--- src/rtl/keypad_emulator_pkg.sv ---
// Shared state type, keypad geometry and key-code field helpers for the keypad emulator.
package keypad_pkg;

  localparam int KP_ROWS = 4;
  localparam int KP_COLS = 4;

  typedef enum logic [1:0] {
    KP_IDLE           = 2'd0,
    KP_BOUNCE_PRESS   = 2'd1,
    KP_HELD           = 2'd2,
    KP_BOUNCE_RELEASE = 2'd3
  } kp_state_t;

  function automatic logic [1:0] kp_row(input logic [3:0] code);
    return code[3:2];
  endfunction

  function automatic logic [1:0] kp_col(input logic [3:0] code);
    return code[1:0];
  endfunction

endpackage

--- src/rtl/keypad_emulator_if.sv ---
// Press-request handshake and contact status between a requester and the keypad emulator.
// press_valid/press_ready: a request transfers on a rising clk edge where both are high;
// key_code must be stable while press_valid is high, and press_valid is never queued.
interface keypad_emulator_if;
  logic [3:0] key_code;
  logic       press_valid;
  logic       press_ready;
  logic       key_down;
  logic       press_done;

  modport master (
    output key_code, press_valid,
    input  press_ready, key_down, press_done
  );

  modport slave (
    input  key_code, press_valid,
    output press_ready, key_down, press_done
  );
endinterface

--- src/rtl/keypad_emulator_kp_phase_timer.sv ---
// Phase timer: counts period-long slots, toggles the contact level per slot and flags the last slot.
// Toggle counting exists only when KEYPAD_EMULATOR_BOUNCE_EN is defined.
module kp_phase_timer #(
  parameter int CW = 1,
  parameter int TW = 1
) (
  input  logic          clk,
  input  logic          rst_n,
  input  logic          i_start,
  input  logic [CW-1:0] i_period,
  input  logic [TW-1:0] i_toggles,
  input  logic          i_init_level,
  output logic          o_done,
  output logic          o_level
);

  logic [CW-1:0] r_cnt;
  logic          w_period_end;

  assign w_period_end = (r_cnt == i_period - CW'(1));

  always_ff @(posedge clk) begin
    if (!rst_n) begin
      r_cnt <= '0;
    end else if (i_start || w_period_end) begin
      r_cnt <= '0;
    end else begin
      r_cnt <= r_cnt + CW'(1);
    end
  end

`ifdef KEYPAD_EMULATOR_BOUNCE_EN
  logic [TW-1:0] r_tog;
  logic          r_level;

  // A start always wins over a slot boundary so each phase begins from its own initial level.
  always_ff @(posedge clk) begin
    if (!rst_n) begin
      r_tog   <= '0;
      r_level <= 1'b0;
    end else if (i_start) begin
      r_tog   <= '0;
      r_level <= i_init_level;
    end else if (w_period_end) begin
      r_tog   <= r_tog + TW'(1);
      r_level <= ~r_level;
    end
  end

  assign o_done  = w_period_end && (r_tog == i_toggles - TW'(1));
  assign o_level = r_level;
`else
  logic w_unused;
  assign w_unused = ^{i_toggles, i_init_level};
  assign o_done   = w_period_end;
  assign o_level  = 1'b0;
`endif

endmodule

--- src/rtl/keypad_emulator.sv ---
// Keypad emulator: plays one key press (optionally with contact bounce) onto a scanned row/column matrix.
// Bounce phases are compiled in only when KEYPAD_EMULATOR_BOUNCE_EN is defined.
module keypad_emulator
  import keypad_pkg::*;
#(
  parameter int HOLD_CYCLES    = 1_000_000,
  parameter int BOUNCE_PERIOD  = 5_000,
  parameter int BOUNCE_TOGGLES = 4
) (
  input  logic               clk,
  input  logic               rst_n,
  input  logic [KP_COLS-1:0] col_n,
  output logic [KP_ROWS-1:0] row_n,
  keypad_emulator_if.slave   bus,
  output kp_state_t          o_dbg_state
);

  localparam int HOLD_EFF = (HOLD_CYCLES < 1) ? 1 : HOLD_CYCLES;
  localparam int PER_EFF  = (BOUNCE_PERIOD < 1) ? 1 : BOUNCE_PERIOD;
  localparam int TOG_EFF  = (BOUNCE_TOGGLES < 1) ? 1 : BOUNCE_TOGGLES;
  localparam int MAX_P    = (HOLD_EFF > PER_EFF) ? HOLD_EFF : PER_EFF;
  localparam int CW       = $clog2(MAX_P + 1);
  localparam int TW       = $clog2(TOG_EFF + 1);
  localparam logic [CW-1:0] HOLD_P = HOLD_EFF[CW-1:0];
  localparam logic [CW-1:0] PER_P  = PER_EFF[CW-1:0];
  localparam logic [TW-1:0] TOG_P  = TOG_EFF[TW-1:0];

`ifdef KEYPAD_EMULATOR_BOUNCE_EN
  localparam kp_state_t PRESS_ENTRY = KP_BOUNCE_PRESS;
  localparam kp_state_t HOLD_EXIT   = KP_BOUNCE_RELEASE;
`else
  localparam kp_state_t PRESS_ENTRY = KP_HELD;
  localparam kp_state_t HOLD_EXIT   = KP_IDLE;
`endif

  kp_state_t          r_state;
  kp_state_t          w_next;
  logic [3:0]         r_key;
  logic [KP_ROWS-1:0] r_row_n;
  logic               r_key_down;
  logic               r_busy;
  logic               r_press_done;

  logic               w_accept;
  logic               w_start;
  logic               w_done;
  logic               w_level;
  logic               w_contact;
  logic               w_init_level;
  logic               w_col_hit;
  logic [1:0]         w_row;
  logic [CW-1:0]      w_period;
  logic [TW-1:0]      w_toggles;

  assign bus.press_ready = rst_n && (r_state == KP_IDLE);
  assign w_accept        = bus.press_valid && bus.press_ready;
  assign w_start         = (w_next != r_state);
  assign w_init_level    = (w_next == KP_BOUNCE_PRESS);
  assign w_row           = kp_row(r_key);
  assign w_col_hit       = !col_n[kp_col(r_key)];

  kp_phase_timer #(
    .CW (CW),
    .TW (TW)
  ) u_timer (
    .clk          (clk),
    .rst_n        (rst_n),
    .i_start      (w_start),
    .i_period     (w_period),
    .i_toggles    (w_toggles),
    .i_init_level (w_init_level),
    .o_done       (w_done),
    .o_level      (w_level)
  );

  always_ff @(posedge clk) begin
    if (!rst_n) begin
      r_state <= KP_IDLE;
      r_key   <= '0;
    end else begin
      r_state <= w_next;
      if (w_accept) r_key <= bus.key_code;
    end
  end

  always_comb begin
    w_next    = r_state;
    w_contact = 1'b0;
    w_period  = PER_P;
    w_toggles = TOG_P;
    case (r_state)
      KP_IDLE: begin
        if (w_accept) w_next = PRESS_ENTRY;
      end
      KP_BOUNCE_PRESS: begin
        w_contact = w_level;
        if (w_done) w_next = KP_HELD;
      end
      KP_HELD: begin
        w_contact = 1'b1;
        w_period  = HOLD_P;
        w_toggles = TW'(1);
        if (w_done) w_next = HOLD_EXIT;
      end
      KP_BOUNCE_RELEASE: begin
        w_contact = w_level;
        if (w_done) w_next = KP_IDLE;
      end
      default: w_next = KP_IDLE;
    endcase
  end

  // press_done lines up with the first registered-open cycle after a sequence; reset clears r_busy so aborts never pulse.
  always_ff @(posedge clk) begin
    if (!rst_n) begin
      r_row_n      <= '1;
      r_key_down   <= 1'b0;
      r_busy       <= 1'b0;
      r_press_done <= 1'b0;
    end else begin
      r_key_down   <= w_contact;
      r_busy       <= (r_state != KP_IDLE);
      r_press_done <= r_busy && (r_state == KP_IDLE);
      for (int r = 0; r < KP_ROWS; r++) begin
        r_row_n[r] <= !(w_contact && w_col_hit && (w_row == 2'(r)));
      end
    end
  end

  assign row_n          = r_row_n;
  assign bus.key_down   = r_key_down;
  assign bus.press_done = r_press_done;
  assign o_dbg_state    = r_state;

endmodule

--- src/flat_wrapper.sv ---
// flat-port wrapper written by rule: the top's interface ports become plain ports
module keypad_emulator_flat import keypad_pkg::*;
#(
  parameter int HOLD_CYCLES    = 1_000_000,
  parameter int BOUNCE_PERIOD  = 5_000,
  parameter int BOUNCE_TOGGLES = 4
)
  (clk, rst_n, col_n, row_n, o_dbg_state, bus_key_code, bus_press_valid, bus_press_ready, bus_key_down, bus_press_done);
  keypad_emulator_if bus_i ();
  input  logic clk;
  input  logic rst_n;
  input  logic [KP_COLS-1:0] col_n;
  output logic [KP_ROWS-1:0] row_n;
  output kp_state_t o_dbg_state;
  input wire logic [$bits(bus_i.key_code)-1:0] bus_key_code;
  input wire logic [$bits(bus_i.press_valid)-1:0] bus_press_valid;
  output wire logic [$bits(bus_i.press_ready)-1:0] bus_press_ready;
  output wire logic [$bits(bus_i.key_down)-1:0] bus_key_down;
  output wire logic [$bits(bus_i.press_done)-1:0] bus_press_done;
  assign bus_i.key_code = bus_key_code;
  assign bus_i.press_valid = bus_press_valid;
  assign bus_press_ready = bus_i.press_ready;
  assign bus_key_down = bus_i.key_down;
  assign bus_press_done = bus_i.press_done;
  keypad_emulator #(.HOLD_CYCLES(HOLD_CYCLES), .BOUNCE_PERIOD(BOUNCE_PERIOD), .BOUNCE_TOGGLES(BOUNCE_TOGGLES)) u_core (.clk(clk), .rst_n(rst_n), .col_n(col_n), .row_n(row_n), .bus(bus_i), .o_dbg_state(o_dbg_state));
endmodule
--- config.mk ---
export PLATFORM = sky130hd
export DESIGN_NAME = keypad_emulator_flat
export DESIGN_NICKNAME = d
export VERILOG_FILES = /design/src/rtl/keypad_emulator_pkg.sv /design/src/rtl/keypad_emulator_if.sv /design/src/rtl/keypad_emulator_kp_phase_timer.sv /design/src/rtl/keypad_emulator.sv /design/src/flat_wrapper.sv
export SDC_FILE = /design/constraint.sdc
export NUM_CORES = 1
export LEC_CHECK = 0
export ABC_AREA = 1
export CORE_MARGIN = 1
export CORE_UTILIZATION = 53
export DETAILED_ROUTE_END_ITERATION = 7
export HOLD_SLACK_MARGIN = 0.1
export PLACE_DENSITY = 0.85
export REMOVE_ABC_BUFFERS = 1
export SKIP_CTS_REPAIR_TIMING = 1
export SYNTH_ARGS = -nofsm -noshare
export SYNTH_HDL_FRONTEND = slang
export SYNTH_SLANG_ARGS = --single-unit
--- constraint.sdc ---
create_clock -name clk -period 1.7 [get_ports clk]
set_clock_uncertainty 0.1 [all_clocks]
set_input_delay 0.34 -clock clk [delete_from_list [all_inputs] [get_ports clk]]
set_output_delay 0.34 -clock clk [all_outputs]
set_load 0.05 [all_outputs]
==> summary.md, run 1 <==
| Metric | Value |
|---|---|
| Switch Pwr | `roughly 0.37 mW` |
| Antenna viol nets, final | `0` |
| Total iterations of the first detailed-routing run | `7` |
| Slew Viols, Final | `0` |
| Layout cells sized above 1 | `~25%` |
| # H-tree levels | `2` |
| Global route total overflow | `0` |
| Crit path largest cell delay | `around 0.33 ns` |
| TritonCTS Buffers | `5` |
| Top Metal Used | `met4` |
| WL per Instance | `about 12 um` |
| IO Pins | `20` |
| Slew @ Worst Pin | `about 0.29 ns` |
| Status | `complete, but fails checks` |
| Leak | `~0.77 nW` |
| Crit Path Category | `reg2out` |
| Hold slack | `approximately 0.32 ns` |
| Clk root buf | `clkbuf_4` |
| Hpwl dp | `roughly 2500 um` |
| Combinational power share | `a little under a tenth` |
| Worst EP required | `~1.3 ns` |
| Die area | `approximately 0.0032 mm^2` |
| Vias | `1,476` |
| Post-synth top area cell | `dfxtp_1` |
| CP Capture Type | `output pin` |
| Post-synth cell types | `24` |
| CP cell instances | `buf_4 -> nor2_4 -> nand2_2 -> inv_2 -> buf_12` |
| CP Launch Type | `flop` |
| Period Utilization, post-route | `96.33%` |
| Cell total after placement | `roughly 280` |
| Core Area | `about 0.0028 mm^2` |
| Max-cap violations | `0` |
| Critical path arrival | `1.20 ns` |
| Synthesis-stage register bit count | `33` |
| Via density | `about 5.1` |
| Worst path bufs/invs | `3` |
| GRT Total Usage | `a little under a quarter` |
| Initial DRC Count | `62` |
| Clk buf depth | `2` |
| Internal | `~1.3 mW` |
| Power per cell area | `approximately 830 mW/mm^2` |
| Critical path's slowest cell | `dfxtp_2` |
| Clk pwr share | `a little over two fifths` |
| Crit path max-delay family | `buffers and inverters` |
| Setup-failing EPs final | `0` |
| Max rail drop VDD | `between 0.9 and 1 mV` |
| Die W | `56.82 um` |
| Sequential element share of the synthesized area | `between 40% and 50%` |
| Final cell count without fillers | `about 290` |
| Vias in the first global route | `1,439` |
| Post-Syn Area | `0.001593 mm^2` |
| Largest net degree at the start of global routing | `21` |
| Tmin final | `1.638 ns` |
| Area of the multi-input gates | `between 800 and 900 um^2` |
| # rows | `19` |
| Switch share | `21.94%` |
| R2R Setup Slk | `0.11 ns` |
| Largest cells by area after synthesis | `dfxtp_1 41%, nor2_1 10%, nand2_1 9.2%` |
| Max Fclk | `610.6 MHz` |
| Routed WL | `3431 um` |
| Total power | `approximately 1.7 mW` |
| Antenna Cells | `0` |
| Crit path max fanout | `3` |
| Post-Syn Area per Cell | `7.143 um^2` |
| Top-area cell type share of the netlist area | `41.48%` |
| Clock Sinks | `33` |
| Sequential power share | `between 40 and 50%` |
| Initial antenna violation count | `0` |
| CTS tree | `built` |
| Hold Crit Class | `reg2reg` |
| Clock-pin slew on the worst setup and hold paths | `0.10 ns` |
| Area growth syn-to-layout | `28.28%` |
| Die height | `56.82 um` |
| Skew-Pair Late Insertion Delay | `between 0.3 and 0.4 ns` |
| Sequential Area | `between 600 and 700 um^2` |
| Fillers | `roughly 240` |
| Met3 routed WL | `around 150 um` |
| Final nets | `about 270` |
| RD Place Congestion | `0.8357` |
| Final Hold Vio Count | `0` |
| Yosys Warn Count | `0` |
| Gate Count Post-Synth | `approximately 220` |
| DR WL met2 | `approximately 1700 um` |
| First-pass GRT wire length | `about 5800 um` |
| Failing checks | `DRC` |
| PortBufs | `19` |
| WL met1 | `approximately 1500 um` |
| DRC viols | `12` |
| Initial cell density of the core | `56.78%` |
| Worst relative slew slack | `between 80% and 90%` |
## Yosys cell counts (all sizes together)
cell type / instances
nor2: 50
nand2: 43
dfxtp: 33
inv: 29
nand3: 14
a21oi: 12
o21ai: 12
nor3: 8
nand4: 6
xor2: 6
buf: 3
or2: 2
a31oi: 1
and3: 1
clkbuf: 1
ha: 1
o22ai: 1
## worst register-to-register path, cell delays in order (launching register included)
cell and delay [ns]:
dfxtp_2 0.36, ha_1 0.19, nand2_2 0.10, nor3_2 0.11, nand2_1 0.09, nor2_2 0.14
nand2_2 0.08, nand3_2 0.08, buf_12 0.17, a21oi_1 0.06
## flip-flops by register name, summed over array words and instances (netlist names)
name,count
u_core.row_n,4
u_core.bus.press_done,1
u_core.o_dbg_state,2
u_core.u_timer.r_cnt,20
u_core.r_key,4
u_core.r_busy,1
u_core.bus.key_down,1
## routing by layer
| metal | global-route usage, % | up-vias |
|---|---|---|
| met4 | 11.15 | 0 |
| met3 | 5.069 | 7 |
| met5 | 0 | - |
| li1 | - | 772 |
| met1 | 26.40 | 669 |
| met2 | 42.18 | 28 |
## layout by cell type (no fill, tap or decap)
master and instances:
and3_1 1, or2_2 2, nor2_4 1, clkinv_2 1
bufinv_16 2, a31oi_1 1, clkbuf_4 5, clkdlybuf4s50_1 10
o21ai_0 11, nand3_2 2, buf_4 15, xor2_1 6
dfxtp_1 29, o22ai_1 1, a21oi_1 5, nand2_2 6
nor3_2 4, inv_2 2, inv_1 27, nand4_1 6
o21ai_1 1, dfxtp_2 4, nor2_2 9, nor3_1 4
nor2_1 40, ha_1 1, buf_12 5, nand2_1 37
a21oi_2 7, nand3_1 12
## cells by family (layout without fill, tap and decap cells)
logic type	after synthesis	count (layout)	share of synthesized area (%)
DFF	33	33	41.48
adders and majority gates	1	1	0.7854
buffers and inverters	33	67	8.797
and+or+nand+nor	124	124	35.66
xor gates and xnor gates	6	6	3.299
AOI/OAI and AO/OA	26	26	9.977
## worst paths after layout
path / start / end / cells past startpoint
setup reg to reg: u_core.u_timer.r_cnt[0] / u_core.u_timer.r_cnt[18] / 9
hold reg to reg: u_core.r_busy / u_core.bus.press_done / 2
setup / recovery: u_core.o_dbg_state[0] / bus_press_ready / 5
hold / removal: u_core.r_busy / u_core.bus.press_done / 2
## cell type report
class | count | share of cell area, %
Tap cell | 31 | 1.898
Multi-Input combinational cell | 157 | 39.87
Sequential cell | 33 | 32.58
Clock buffer | 5 | 1.837
Timing Repair Buffer | 30 | 15.31
Clock inverter | 3 | 3.184
Inverter | 29 | 5.328
## power groups by stage
stage,clock network [mW],logic [mW],registers (mW)
floorplan,0,0.0598,0.834
global placement,0,0.151,0.820
detailed placement,0,0.153,0.820
CTS,0.744,0.154,0.803
global route,0.772,0.174,0.809
finish,0.728,0.160,0.805
## metrics by stage
step	util, %	setup TNS (ns)	setup slack (ns)	area (um^2)
after floorplan	-	-7.792	-0.3996	1562
after global placement	67.93	0	0.03408	1906
after detailed placement	67.93	-0.03042	-0.01617	1906
after CTS	71.59	-0.06531	-0.06531	2008
after global routing	72.84	-0.01951	-0.01847	2043
final	72.84	0	0.06237	2043
Note: power is estimated with default switching activity, not from simulation.
==> run 2: changes to the inputs <==
--- a/config.mk
+++ b/config.mk
@@ -7,12 +7,13 @@
 export LEC_CHECK = 0
 export ABC_AREA = 1
 export CORE_MARGIN = 1
-export CORE_UTILIZATION = 53
+export CORE_UTILIZATION = 40
 export DETAILED_ROUTE_END_ITERATION = 7
 export HOLD_SLACK_MARGIN = 0.1
-export PLACE_DENSITY = 0.85
+export PLACE_DENSITY = 0.69
 export REMOVE_ABC_BUFFERS = 1
 export SKIP_CTS_REPAIR_TIMING = 1
+export SLEW_MARGIN = 10
 export SYNTH_ARGS = -nofsm -noshare
 export SYNTH_HDL_FRONTEND = slang
 export SYNTH_SLANG_ARGS = --single-unit
==> run 2 against run 1 <==
  * The run now ends clean
  * Combinational power increased by 2%
  * Critical endpoint unchanged
  * Routed wire length decreased by 1.0%
  * Critical path depth unchanged
  * Core utilization decreased by 17 points
==> summary.md, run 2 (synthesis results as in run 1) <==
| Metric | Value |
|---|---|
| Skew-Pair Late Insertion Delay | `0.29 ns (-0.05 ns)` |
| R2R Setup Slk | `0.10 ns (about the same)` |
| Clock-pin slew on the worst setup and hold paths | `0.07 ns (-0.03 ns)` |
| Final Hold Vio Count | `0 (unchanged)` |
| Die W | `65.10 um (+15%)` |
| Cell total after placement | `296 (+6.1%)` |
| Worst EP required | `1.26 ns (about the same)` |
| Period Utilization, post-route | `94.87% (-1.5 points)` |
| Leak | `0.7648 nW (-0.37%)` |
| Max-cap violations | `0 (unchanged)` |
| Worst R2R Start | `u_core.u_timer.r_cnt[0]` |
| Hpwl dp | `2516 um (+1.9%)` |
| Initial cell density of the core | `42.55% (-14 points)` |
| DRC viols | `0 (-12)` |
| PortBufs | `19 (unchanged)` |
| RD Place Congestion | `0.8188 (-2.0%)` |
| Clk buf depth | `2 (unchanged)` |
| Final nets | `267 (-0.37%)` |
| Tmin final | `1.613 ns (-0.02489 ns)` |
| Worst relative slew slack | `76.00% (-4.6 points)` |
| Final cell count without fillers | `304 (+5.6%)` |
| CP Capture Type | `output pin` |
| TritonCTS Buffers | `5 (unchanged)` |
| Reg-to-reg endpoint | `u_core.u_timer.r_cnt[4]` |
| # rows | `22 (+3)` |
| Initial DRC Count | `39 (-37%)` |
| CP Launch Type | `flop` |
| Setup-failing EPs final | `0 (unchanged)` |
| Vias in the first global route | `1,427 (-0.83%)` |
| Clk root buf | `clkbuf_8` |
| Vias | `1,476 (unchanged)` |
| Final setup TNS | `0 ns (unchanged)` |
| Largest net degree at the start of global routing | `13 (-38%)` |
| Routed WL | `3395 um (-1.0%)` |
| Hold Crit Class | `reg2reg` |
| Die area | `0.004238 mm^2 (+31%)` |
| Global route total overflow | `0 (unchanged)` |
| # H-tree levels | `2 (unchanged)` |
| First-pass GRT wire length | `6044 um (+4.4%)` |
| Layout cells sized above 1 | `22.66% (-2.6 points)` |
| Power per cell area | `833.3 mW/mm^2 (+0.58%)` |
| Clock Sinks | `33 (unchanged)` |
| Via density | `4.855 (-5.3%)` |
| Crit path to | `bus_press_ready` |
| Max rail drop VDD | `0.3705 mV (-63%)` |
| Die height | `65.10 um (+15%)` |
| Antenna Cells | `0 (unchanged)` |
| Max reg flops | `20 (unchanged)` |
| Slew @ Worst Pin | `0.3572 ns (+0.06700 ns)` |
| WL per Instance | `11.17 um (-6.3%)` |
| Critical path arrival | `1.17 ns (-0.03 ns)` |
| Initial antenna violation count | `0 (unchanged)` |
| R2R cell count | `9 (unchanged)` |
| Commonest non-fill, non-tap cells in the layout | `41 x nor2_1, 38 x nand2_1, 31 x dfxtp_1` |
| CP startpoint | `u_core.o_dbg_state[0]` |
| Antenna viol nets, final | `0 (unchanged)` |
| Crit path max fanout | `3 (unchanged)` |
| CTS tree | `built` |
| Status | `finished, final reports clean` |
| Max Fclk | `620.1 MHz (+1.5%)` |
| Slew Viols, Final | `0 (unchanged)` |
| IO Pins | `20 (unchanged)` |
| Largest Register | `u_core.u_timer.r_cnt` |
| GRT Total Usage | `18.90% (-4.7 points)` |
| Crit Path Category | `reg2out` |
| Total iterations of the first detailed-routing run | `4 (-3)` |
| Commonest non-fill, non-tap cell in the layout | `nor2_1` |
| Core Area | `0.003744 mm^2 (+33%)` |
| Area growth syn-to-layout | `30.17%` |
run 2: worst min path at each step:
stage                     from               endpoint  slack, ns  cells after the start
4_1_cts        u_core.r_key[2]        u_core.row_n[1]       0.33                      1
3_5_place_dp   u_core.r_key[2]        u_core.row_n[1]       0.32                      1
2_1_floorplan    u_core.r_busy  u_core.bus.press_done       0.29                      2
6_report       u_core.r_key[2]        u_core.row_n[1]       0.33                      1
5_1_grt        u_core.r_key[3]        u_core.row_n[3]       0.37                      1
3_3_place_gp   u_core.r_key[2]        u_core.row_n[1]       0.31                      1
run 2: layer usage:
layer | GRT usage (%) | vias to the layer above | routed length [um]
li1 | - | 769 | -
met2 | 32.55 | 20 | 1594
met3 | 5.382 | 6 | 121
met5 | 0 | - | 0
met1 | 21.41 | 681 | 1617
met4 | 8.967 | 0 | 62
run 2: where the power goes:
part           internal, mW  total [mW]  switching, mW
Combinational        0.0792       0.164         0.0853
Sequential            0.791       0.804         0.0130
Clock                 0.478       0.759          0.282
Total                  1.35        1.73          0.380
run 2: area by class of cell:
type | instances | area (um^2)
fill | 373 | 1670
multi-input combinational | 157 | 807.0
sequential | 33 | 663.1
timing repair buffer | 29 | 317.8
inverter | 29 | 108.9
clock buffer | 7 | 86.33
tap | 48 | 60.06
clock inverter | 1 | 30.03
run 2: metrics by stage:
| stage | power, mW | utilization [%] | setup slack, ns | cell area [um^2] | hold slack (ns) |
|---|---|---|---|---|---|
| after CTS | 1.750 | 54.91 | -0.01902 | 2056 | 0.3331 |
| final | 1.728 | 55.38 | 0.08726 | 2073 | 0.3343 |
| after global placement | 0.9799 | 51.80 | 0.02677 | 1939 | 0.3130 |
| after global routing | 1.798 | 55.38 | -0.001076 | 2073 | 0.3655 |
| after detailed placement | 0.9831 | 51.80 | -0.0004238 | 1939 | 0.3174 |
| after floorplan | 0.8938 | - | -0.3996 | 1562 | 0.2936 |
run 2: critical path, cell delays in order, from the launching register on:
cell and delay [ns]:
dfxtp_1 0.31, buf_4 0.15, nor2_2 0.11, nand2_1 0.09, inv_2 0.09, buf_12 0.14
==> run 3: changes to the inputs <==
--- a/config.mk
+++ b/config.mk
@@ -6,6 +6,7 @@
 export NUM_CORES = 1
 export LEC_CHECK = 0
 export ABC_AREA = 1
+export ABC_CLOCK_PERIOD_IN_PS = 1700
 export CORE_MARGIN = 1
 export CORE_UTILIZATION = 40
 export DETAILED_ROUTE_END_ITERATION = 7
==> results of run 3 <==
The final DEF is identical to that of run 2; final timing and power are the same.
